==> src/rtl/vga_timing_pkg.sv <==
// vga_timing_pkg: shared 640x480@60 timing defaults, frame-buffer geometry and pixel helpers
package vga_timing_pkg;
  localparam int H_ACTIVE_DEF = 640;
  localparam int H_FP_DEF     = 16;
  localparam int H_SYNC_DEF   = 96;
  localparam int H_BP_DEF     = 48;
  localparam int V_ACTIVE_DEF = 480;
  localparam int V_FP_DEF     = 10;
  localparam int V_SYNC_DEF   = 2;
  localparam int V_BP_DEF     = 33;
  localparam int H_TOTAL      = H_ACTIVE_DEF + H_FP_DEF + H_SYNC_DEF + H_BP_DEF;
  localparam int V_TOTAL      = V_ACTIVE_DEF + V_FP_DEF + V_SYNC_DEF + V_BP_DEF;
  localparam int FB_DEPTH     = H_ACTIVE_DEF * V_ACTIVE_DEF;
  localparam int ADDR_W       = $clog2(FB_DEPTH);

  // Active-high timing flags carried down the alignment pipeline.
  typedef struct packed {
    logic de;
    logic hs;
    logic vs;
    logic fs;
  } tim_t;

  function automatic logic [11:0] rgb332_expand(input logic [7:0] p);
    return {p[7:5], p[7], p[4:2], p[4], p[1:0], p[1:0]};
  endfunction
endpackage

==> src/rtl/vga_timing_counter.sv <==
// vga_timing_counter: h/v raster counters with raw active/sync/origin decode
module vga_timing_counter
  import vga_timing_pkg::*;
#(
  parameter int H_ACTIVE = H_ACTIVE_DEF,
  parameter int H_FP     = H_FP_DEF,
  parameter int H_SYNC   = H_SYNC_DEF,
  parameter int H_BP     = H_BP_DEF,
  parameter int V_ACTIVE = V_ACTIVE_DEF,
  parameter int V_FP     = V_FP_DEF,
  parameter int V_SYNC   = V_SYNC_DEF,
  parameter int V_BP     = V_BP_DEF,
  localparam int HT = H_ACTIVE + H_FP + H_SYNC + H_BP,
  localparam int VT = V_ACTIVE + V_FP + V_SYNC + V_BP,
  localparam int HW = $clog2(HT),
  localparam int VW = $clog2(VT)
) (
  input  logic clk,
  input  logic reset_n,
  input  logic enable_i,
  output tim_t raw_o
);
  logic [HW-1:0] h_q, h_d;
  logic [VW-1:0] v_q, v_d;
  logic h_end, v_end;

  assign h_end = h_q == HW'(HT - 1);
  assign v_end = v_q == VW'(VT - 1);

  always_comb begin
    h_d = (!enable_i || h_end) ? '0 : h_q + 1'b1;
    v_d = !enable_i ? '0 : !h_end ? v_q : v_end ? '0 : v_q + 1'b1;
  end

  // A disabled counter parks at the origin, so its decode is masked to idle.
  always_comb begin
    raw_o = '0;
    if (enable_i) begin
      raw_o.de = h_q < HW'(H_ACTIVE) && v_q < VW'(V_ACTIVE);
      raw_o.hs = h_q >= HW'(H_ACTIVE + H_FP) && h_q < HW'(H_ACTIVE + H_FP + H_SYNC);
      raw_o.vs = v_q >= VW'(V_ACTIVE + V_FP) && v_q < VW'(V_ACTIVE + V_FP + V_SYNC);
      raw_o.fs = h_q == '0 && v_q == '0;
    end
  end

  always_ff @(posedge clk or negedge reset_n) begin
    if (!reset_n) begin
      h_q <= '0;
      v_q <= '0;
    end else begin
      h_q <= h_d;
      v_q <= v_d;
    end
  end
endmodule

==> src/rtl/vga_scanout.sv <==
// vga_scanout: VGA raster scan-out with frame-memory address generation and RGB332 expansion
module vga_scanout
  import vga_timing_pkg::*;
#(
  parameter int H_ACTIVE = H_ACTIVE_DEF,
  parameter int H_FP     = H_FP_DEF,
  parameter int H_SYNC   = H_SYNC_DEF,
  parameter int H_BP     = H_BP_DEF,
  parameter int V_ACTIVE = V_ACTIVE_DEF,
  parameter int V_FP     = V_FP_DEF,
  parameter int V_SYNC   = V_SYNC_DEF,
  parameter int V_BP     = V_BP_DEF
) (
  input  logic              clk,
  input  logic              reset_n,
  input  logic              enable,
  input  logic              blank_in,
  output logic [ADDR_W-1:0] mem_addr,
  input  logic [7:0]        mem_data,
  output logic [3:0]        vga_r,
  output logic [3:0]        vga_g,
  output logic [3:0]        vga_b,
  output logic              vga_hs,
  output logic              vga_vs,
  output logic              de,
  output logic              frame_start
);
  tim_t raw, s1_q, s2_q;
  logic blank2_q;
  logic [ADDR_W-1:0] addr_q, addr_d, nxt_q, nxt_d;
  logic [11:0] rgb_q, rgb_d;
  logic hs_q, vs_q, de_q, fs_q;

  vga_timing_counter #(
    .H_ACTIVE(H_ACTIVE), .H_FP(H_FP), .H_SYNC(H_SYNC), .H_BP(H_BP),
    .V_ACTIVE(V_ACTIVE), .V_FP(V_FP), .V_SYNC(V_SYNC), .V_BP(V_BP)
  ) u_cnt (
    .clk      (clk),
    .reset_n  (reset_n),
    .enable_i (enable),
    .raw_o    (raw)
  );

  // nxt_q is the address the next active pixel will take; mem_addr only ever
  // advances to it on an active pixel, so it never runs past the last pixel.
  always_comb begin
    addr_d = (!enable || raw.fs) ? '0 : raw.de ? nxt_q : addr_q;
    nxt_d  = raw.fs ? ADDR_W'(1) : raw.de ? nxt_q + 1'b1 : nxt_q;
    rgb_d  = (s2_q.de && !blank2_q) ? rgb332_expand(mem_data) : '0;
  end

  always_ff @(posedge clk or negedge reset_n) begin
    if (!reset_n) begin
      s1_q     <= '0;
      s2_q     <= '0;
      blank2_q <= 1'b0;
      addr_q   <= '0;
      nxt_q    <= '0;
      rgb_q    <= '0;
      hs_q     <= 1'b1;
      vs_q     <= 1'b1;
      de_q     <= 1'b0;
      fs_q     <= 1'b0;
    end else begin
      s1_q     <= raw;
      s2_q     <= s1_q;
      blank2_q <= blank_in;
      addr_q   <= addr_d;
      nxt_q    <= nxt_d;
      rgb_q    <= rgb_d;
      hs_q     <= ~s2_q.hs;
      vs_q     <= ~s2_q.vs;
      de_q     <= s2_q.de;
      fs_q     <= s2_q.fs;
    end
  end

  assign mem_addr              = addr_q;
  assign {vga_r, vga_g, vga_b} = rgb_q;
  assign vga_hs                = hs_q;
  assign vga_vs                = vs_q;
  assign de                    = de_q;
  assign frame_start           = fs_q;
endmodule

==> config.mk <==
export PLATFORM = sky130hd
export DESIGN_NAME = vga_scanout
export DESIGN_NICKNAME = d
export VERILOG_FILES = /design/src/rtl/vga_timing_pkg.sv /design/src/rtl/vga_timing_counter.sv /design/src/rtl/vga_scanout.sv
export SDC_FILE = /design/constraint.sdc
export NUM_CORES = 1
export LEC_CHECK = 0
export ABC_AREA = 1
export BUFFER_PORTS_ARGS = -buffer_cell sky130_fd_sc_hd__buf_2
export CELL_PAD_IN_SITES_DETAIL_PLACEMENT = 1
export CELL_PAD_IN_SITES_GLOBAL_PLACEMENT = 1
export CORE_ASPECT_RATIO = 1.5
export CORE_MARGIN = 2
export CORE_UTILIZATION = 36
export DETAILED_ROUTE_END_ITERATION = 8
export GPL_ROUTABILITY_DRIVEN = 0
export HOLD_SLACK_MARGIN = 0.06
export PLACE_DENSITY = 0.68
export SLEW_MARGIN = 5
export SYNTH_ARGS = -nofsm -noshare
export SYNTH_HDL_FRONTEND = slang
export SYNTH_SLANG_ARGS = --single-unit
==> constraint.sdc <==
create_clock -name clk -period 1.64 [get_ports clk]
set_clock_uncertainty 0.05 [all_clocks]
set_input_delay 0.328 -clock clk [delete_from_list [all_inputs] [get_ports clk]]
set_output_delay 0.328 -clock clk [all_outputs]
set_load 0.05 [all_outputs]
; After elaboration in Yosys (flattened, before gate mapping)
; Cells that the tools add are included.
[classes]
n_addsub = 3
magnitude_cmp = 6
eq_ne = 3
muxes = 10
n_bitwise = 2
reduce_logical = 13
[op_table]
columns = cell, n
row1 = $mux W19, 4
row2 = $mux W10, 4
row3 = $add A10 B1 Y10 const B, 2
row4 = $eq A10 B10 Y1 const B, 2
row5 = $logic_not A10 Y1, 2
row6 = $lt A10 B10 Y1 const B, 2
row7 = $lt A10 B9 Y1 const B, 2
row8 = $add A19 B1 Y19 const B, 1
row9 = $mux W12, 1
row10 = $ge A10 B10 Y1 const B, 1
row11 = $ge A10 B9 Y1 const B, 1
row12 = $logic_and A1 B1 Y1, 5
row13 = $mux W4, 1
row14 = $reduce_bool A2 Y1, 2
row15 = $logic_not A1 Y1, 2
row16 = $logic_or A1 B1 Y1, 2
row17 = $ne A2 B1 Y1 const B, 1
row18 = $not A1 Y1, 2
[totals]
register_bits = 83
input_bits = 12
out_inout_bits = 35
word_cells = 55

; Longest topological paths before layout
[depth]
word_depth = 5
mapped_depth = 10

; By module
; Synthesis repeated with hierarchy kept, for this count alone.
[unflattened]
cells_unflattened = 442
area_unflattened_um2 = 3704.8
[modules_own_cells]
columns = module, instances, cells_each, area_each_um2, seq_area_each_um2
row1 = vga_scanout, 1, 269, 2416.1, 1478.9
row2 = vga_timing_counter, 1, 173, 1288.7, 500.5

; Worst setup path before layout
; Ideal clock, no wire load.
[synth_timing]
path_kind = register to register
from = register u_cnt.v_q[0]
to = register addr_q[11], in the netlist mem_addr[11]
arrival_ps = 1373
slack_ps = 95
path_stages_with_launch = 9
path_buffers = 1
cell_sequence = dfrtp_1 > inv_1 > ha_1 > nand2_1 > nor3_1 > nand2_1 > nand2_1 > buf_4 > a21oi_1
[synth_via]
elab_chain_cells = 5
[synth_rtl]
columns = element, line_no
row1 = from (decl), vga_timing_counter.sv:24  ; logic [VW-1:0] v_q, v_d;
row2 = from (signal assigned), vga_timing_counter.sv:52  ; v_q <= v_d;
row3 = branches (longest 2 deep; another with $lt A10 B9 Y1), -
row4 = $mux W4 (*), vga_timing_counter.sv:38  ; if (enable_i) begin
row5 = $logic_or A1 B1 Y1, vga_scanout.sv:47  ; addr_d = (!enable || raw.fs) ? '0 : raw.de ? nxt_q : addr_q;
row6 = $mux W19 or $reduce_bool A2 Y1 (tied branches), -
row7 = to (signal assigned), vga_scanout.sv:68  ; addr_q <= addr_d;
row8 = to (decl), vga_scanout.sv:30  ; logic [ADDR_W-1:0] addr_q, addr_d, nxt_q, nxt_d;
; Mark *: on every way between the ends.
; A chain may end at the register's enable or synchronous reset.

; Worst setup path after layout
[layout_timing]
from = register u_cnt.v_q[0]
to = register nxt_q[16]
[layout_via]
elab_chain_cells = 4
[layout_rtl]
columns = element, line_no
row1 = $lt A10 B9 Y1 or $logic_not A10 Y1 (tied branches), "vga_timing_counter.sv:39, vga_timing_counter.sv:42"
row2 = $logic_and A1 B1 Y1 (on tied branches), "vga_timing_counter.sv:39, vga_timing_counter.sv:42"
row3 = $mux W4 (*), vga_timing_counter.sv:38
row4 = $reduce_bool A2 Y1 (no line) or $mux W19 (tied branches), -
row5 = to (signal assigned), vga_scanout.sv:69  ; nxt_q <= nxt_d;
row6 = to (decl), vga_scanout.sv:30
; Every way passes the cells marked *; elsewhere a longest branch is shown, timed or not.

==> key figures <==
Timing
  • Maximum clock frequency: 638.9 MHz
  • Relative slew margins: 65.65%
  • Clock period minus worst slack: 1565 ps
  • RSZ-0062 raised after global routing: true
  • Final setup fails: 0
  • Max-slew violations: 0
  • Endpoints failing hold: 0
  • Tightest Pin Transition: 510.5 ps
  • Final period utilization: 95.44%
  • Setup_tns: 0 ps

Global route
  • Met2 usage: 37.66%
  • Met1 usage: 21.11%
  • Number of antenna violations at the first check in global routing: 0
  • Gr ovfl total: 0
  • GR Util All Layers: 19.90%
  • First-pass GRT wire length: 17510 um
  • M3 GR Usage: 3.226%
  • GRT busiest layer: met2
  • Vias in the first global route: 3712
  • Largest net degree at the start of global routing: 37

Worst setup path
  • Most used cell, CP: nand3_1
  • Crit path arrival time: 1740 ps
  • CP Launch Type: register
  • CP endpoint kind: register
  • Crit-path cells: inv_1 -> ha_2 -> buf_4 -> nand3_1 -> nor3_1 -> nand3_1 -> nand3_1 -> nand2_1
  • Critical path class: reg2reg
  • FF-to-FF setup slack: 70 ps
  • Slowest CP cell: dfrtp_1
  • CP Max Fanout: 2
  • Crit-path max cell delay: 380 ps
  • Worst EP required: 1810 ps

CTS
  • CTS tree: built
  • Clock transition time at the flip-flop clock pins of the worst setup and hold paths: 70 ps
  • Clock Sinks: 79
  • Clk root buf: clkbuf_16
  • H-tree depth: 3
  • CTS Buffer Depth: 2
  • Inserted Clock Buffers: 9
  • Clk_lat worst skew: 340 ps

Synth
  • Synth Cell Area: 3812 um^2
  • Post-synth ARST share: 100.0%
  • Count leader, synth: nand2_1
  • Synth Warn #: 0
  • Distinct cells, synth: 24
  • Leading area contributor after synthesis: dfrtp_1
  • Largest cells by area after synthesis: dfrtp_1 (51%), nand2_1 (14%), nor2_1 (7.9%)
  • Primary FF master, synth: dfrtp_1
  • Synth Instances: 490
  • Post-synthesis sequential area ratio: 51.92%
  • Syn Nets: 507
  • Syn_area_per_cell: 7.780 um^2
  • Synth top area share: 50.54%
  • Synth Register Bits: 79
  • Post-synth EDFFs: 0
  • Post-synth top cells: nand2_1 (140), nor2_1 (80), dfrtp_1 (77)

Hold path
  • Hold WC Path Type: in2reg

Routing
  • DRC: 0
  • WL final: 10860 um
  • Routed wire per std cell: 15.10 um
  • Total number of vias: 3492
  • Post-route ant nets: 0
  • TritonRoute pass-1 iters: 4
  • Vias per std cell: 4.857
  • DRT iter0 DRCs: 112

Floorplanning
  • Die X-Extent: 88.03 um
  • Rows: 46
  • Placeable Area: 10480 um^2
  • Starting Density: 36.40%
  • Die area: 11450 um^2
  • Chip height: 130.0 um
  • IO Count: 47

Cells and area
  • Nets: 587
  • Fillers: 1311
  • Antenna diodes: 0
  • End-of-flow core utilization: 46.60%
  • Layout cells sized above 1: 22.43%
  • Post-layout instance area: 4881 um^2
  • Synth-to-layout area growth: 28.03%
  • Layout Cells excl Fill: 719

Power and ir drop
  • PwrDens: 947.7 nW/um^2
  • Leakage: 2.438 nW
  • Worst vdd ir: 699.2 uV

Outcome
  • Status: finished, final reports clean

Placement
  • Port Buf Inserts: 46
  • Placed Area: 4427 um^2
  • DP Cell Count: 698
  • DPL Wire Length: 7859 um

Flow run
  • Max-cap viol count: 0
[cells by family after synthesis]
group / synth area share (%)
buffers and inverters: 8.040
adder cells (fa/ha/maj): 1.641
AO/OA/AOI/OAI: 6.597
flip-flops: 51.92
XOR/XNOR: 1.378
AND/OR/NAND/NOR: 30.42
[path summary, 6_finish.rpt]
kind | start | end | cells past startpoint
worst max-delay path | u_cnt.v_q[0]$_DFFE_PN0N_ | nxt_q[16]$_DFFE_PN0P_ | 8
worst min-delay path | mem_data[1] | rgb_q[3]$_DFF_PN0_ | 3
worst max register to register | u_cnt.v_q[0]$_DFFE_PN0N_ | nxt_q[16]$_DFFE_PN0P_ | 8
worst min register to register | s1_q[2]$_DFF_PN0_ | s2_q[2]$_DFF_PN0_ | 0
max in group asynchronous | reset_n | vga_vs$_DFF_PN1_ | 3
min in group asynchronous | reset_n | nxt_q[11]$_DFFE_PN0P_ | 2
[cells in the final DEF (no fill, tap or decap), types with 2 or more instances in the layout]
| master | instances |
|---|---|
| buf_12 | 4 |
| o21ai_1 | 3 |
| inv_6 | 4 |
| nor2_1 | 69 |
| buf_6 | 3 |
| o21ai_0 | 15 |
| inv_1 | 55 |
| buf_2 | 45 |
| a21oi_1 | 28 |
| dfstp_2 | 2 |
| xor2_1 | 5 |
| nand3_1 | 23 |
| inv_2 | 5 |
| dfrtp_1 | 77 |
| ha_2 | 2 |
| ha_1 | 2 |
| buf_4 | 27 |
| clkbuf_16 | 10 |
| nand2_2 | 4 |
| nand4_1 | 16 |
| nor2_2 | 11 |
| nand2_1 | 136 |
| dlygate4sd3_1 | 2 |
| nand3_2 | 3 |
| nor3_1 | 8 |
| nor2_4 | 3 |
| nor3_2 | 2 |
[report_power, final]
group / switching, mW / internal, mW / total [mW]
clock: 0.856 / 1.20 / 2.05
combinational: 0.329 / 0.180 / 0.508
sequential: 0.0538 / 2.01 / 2.06
total: 1.24 / 3.39 / 4.63
[worst max-delay path, delay by kind of cell (launching register included)]
family | cells | cell delay [ps]
flops | 1 | 380
buf+inv | 2 | 210
simple gates | 5 | 600
fa+ha+maj | 1 | 200
[per-layer routing]
metal	up-vias	share of wire, %
met5	-	0
met3	22	2.4
met4	0	2.6
met1	1707	39
met2	55	56
li1	1708	-
[registers in the layout, indices dropped and copies added, names as in the netlist]
| signal | count |
|---|---|
| frame_start | 1 |
| s1_q | 4 |
| s2_q | 4 |
| mem_addr | 19 |
| vga_hs | 1 |
| nxt_q | 19 |
| blank2_q | 1 |
| vga_vs | 1 |
| rgb_q | 8 |
| de | 1 |
| u_cnt.h_q | 10 |
| u_cnt.v_q | 10 |
[layout make-up]
| cell class | count | area [um^2] | area share [%] |
|---|---|---|---|
| clock buffer | 9 | 225.2 | 4.614 |
| clock inverter | 7 | 77.57 | 1.589 |
| timing repair buffer | 82 | 586.8 | 12.02 |
| multi-input combinational | 338 | 1607 | 32.91 |
| sequential | 79 | 1979 | 40.55 |
| inverter | 60 | 225.2 | 4.614 |
| tap | 144 | 180.2 | 3.691 |
[through the flow]
stage,power [mW],setup WS [ps],hold slack (ps)
2_1_floorplan,2.354,94.91,-17.59
3_3_place_gp,2.547,27.15,236.0
3_5_place_dp,2.566,18.61,236.2
4_1_cts,4.654,33.92,119.9
5_1_grt,4.812,-33.33,147.7
6_report,4.625,74.71,141.5
[timing repair]
action	CTS	global route
gates resized for setup	1	35
setup buffers	0	1
setup endpoints to repair	2	41
cloned	0	2
hold buffers	2	0
pin swaps	0	12
endpoints found under the hold margin	24	0
No activity file was read; power rests on OpenSTA's default activity.
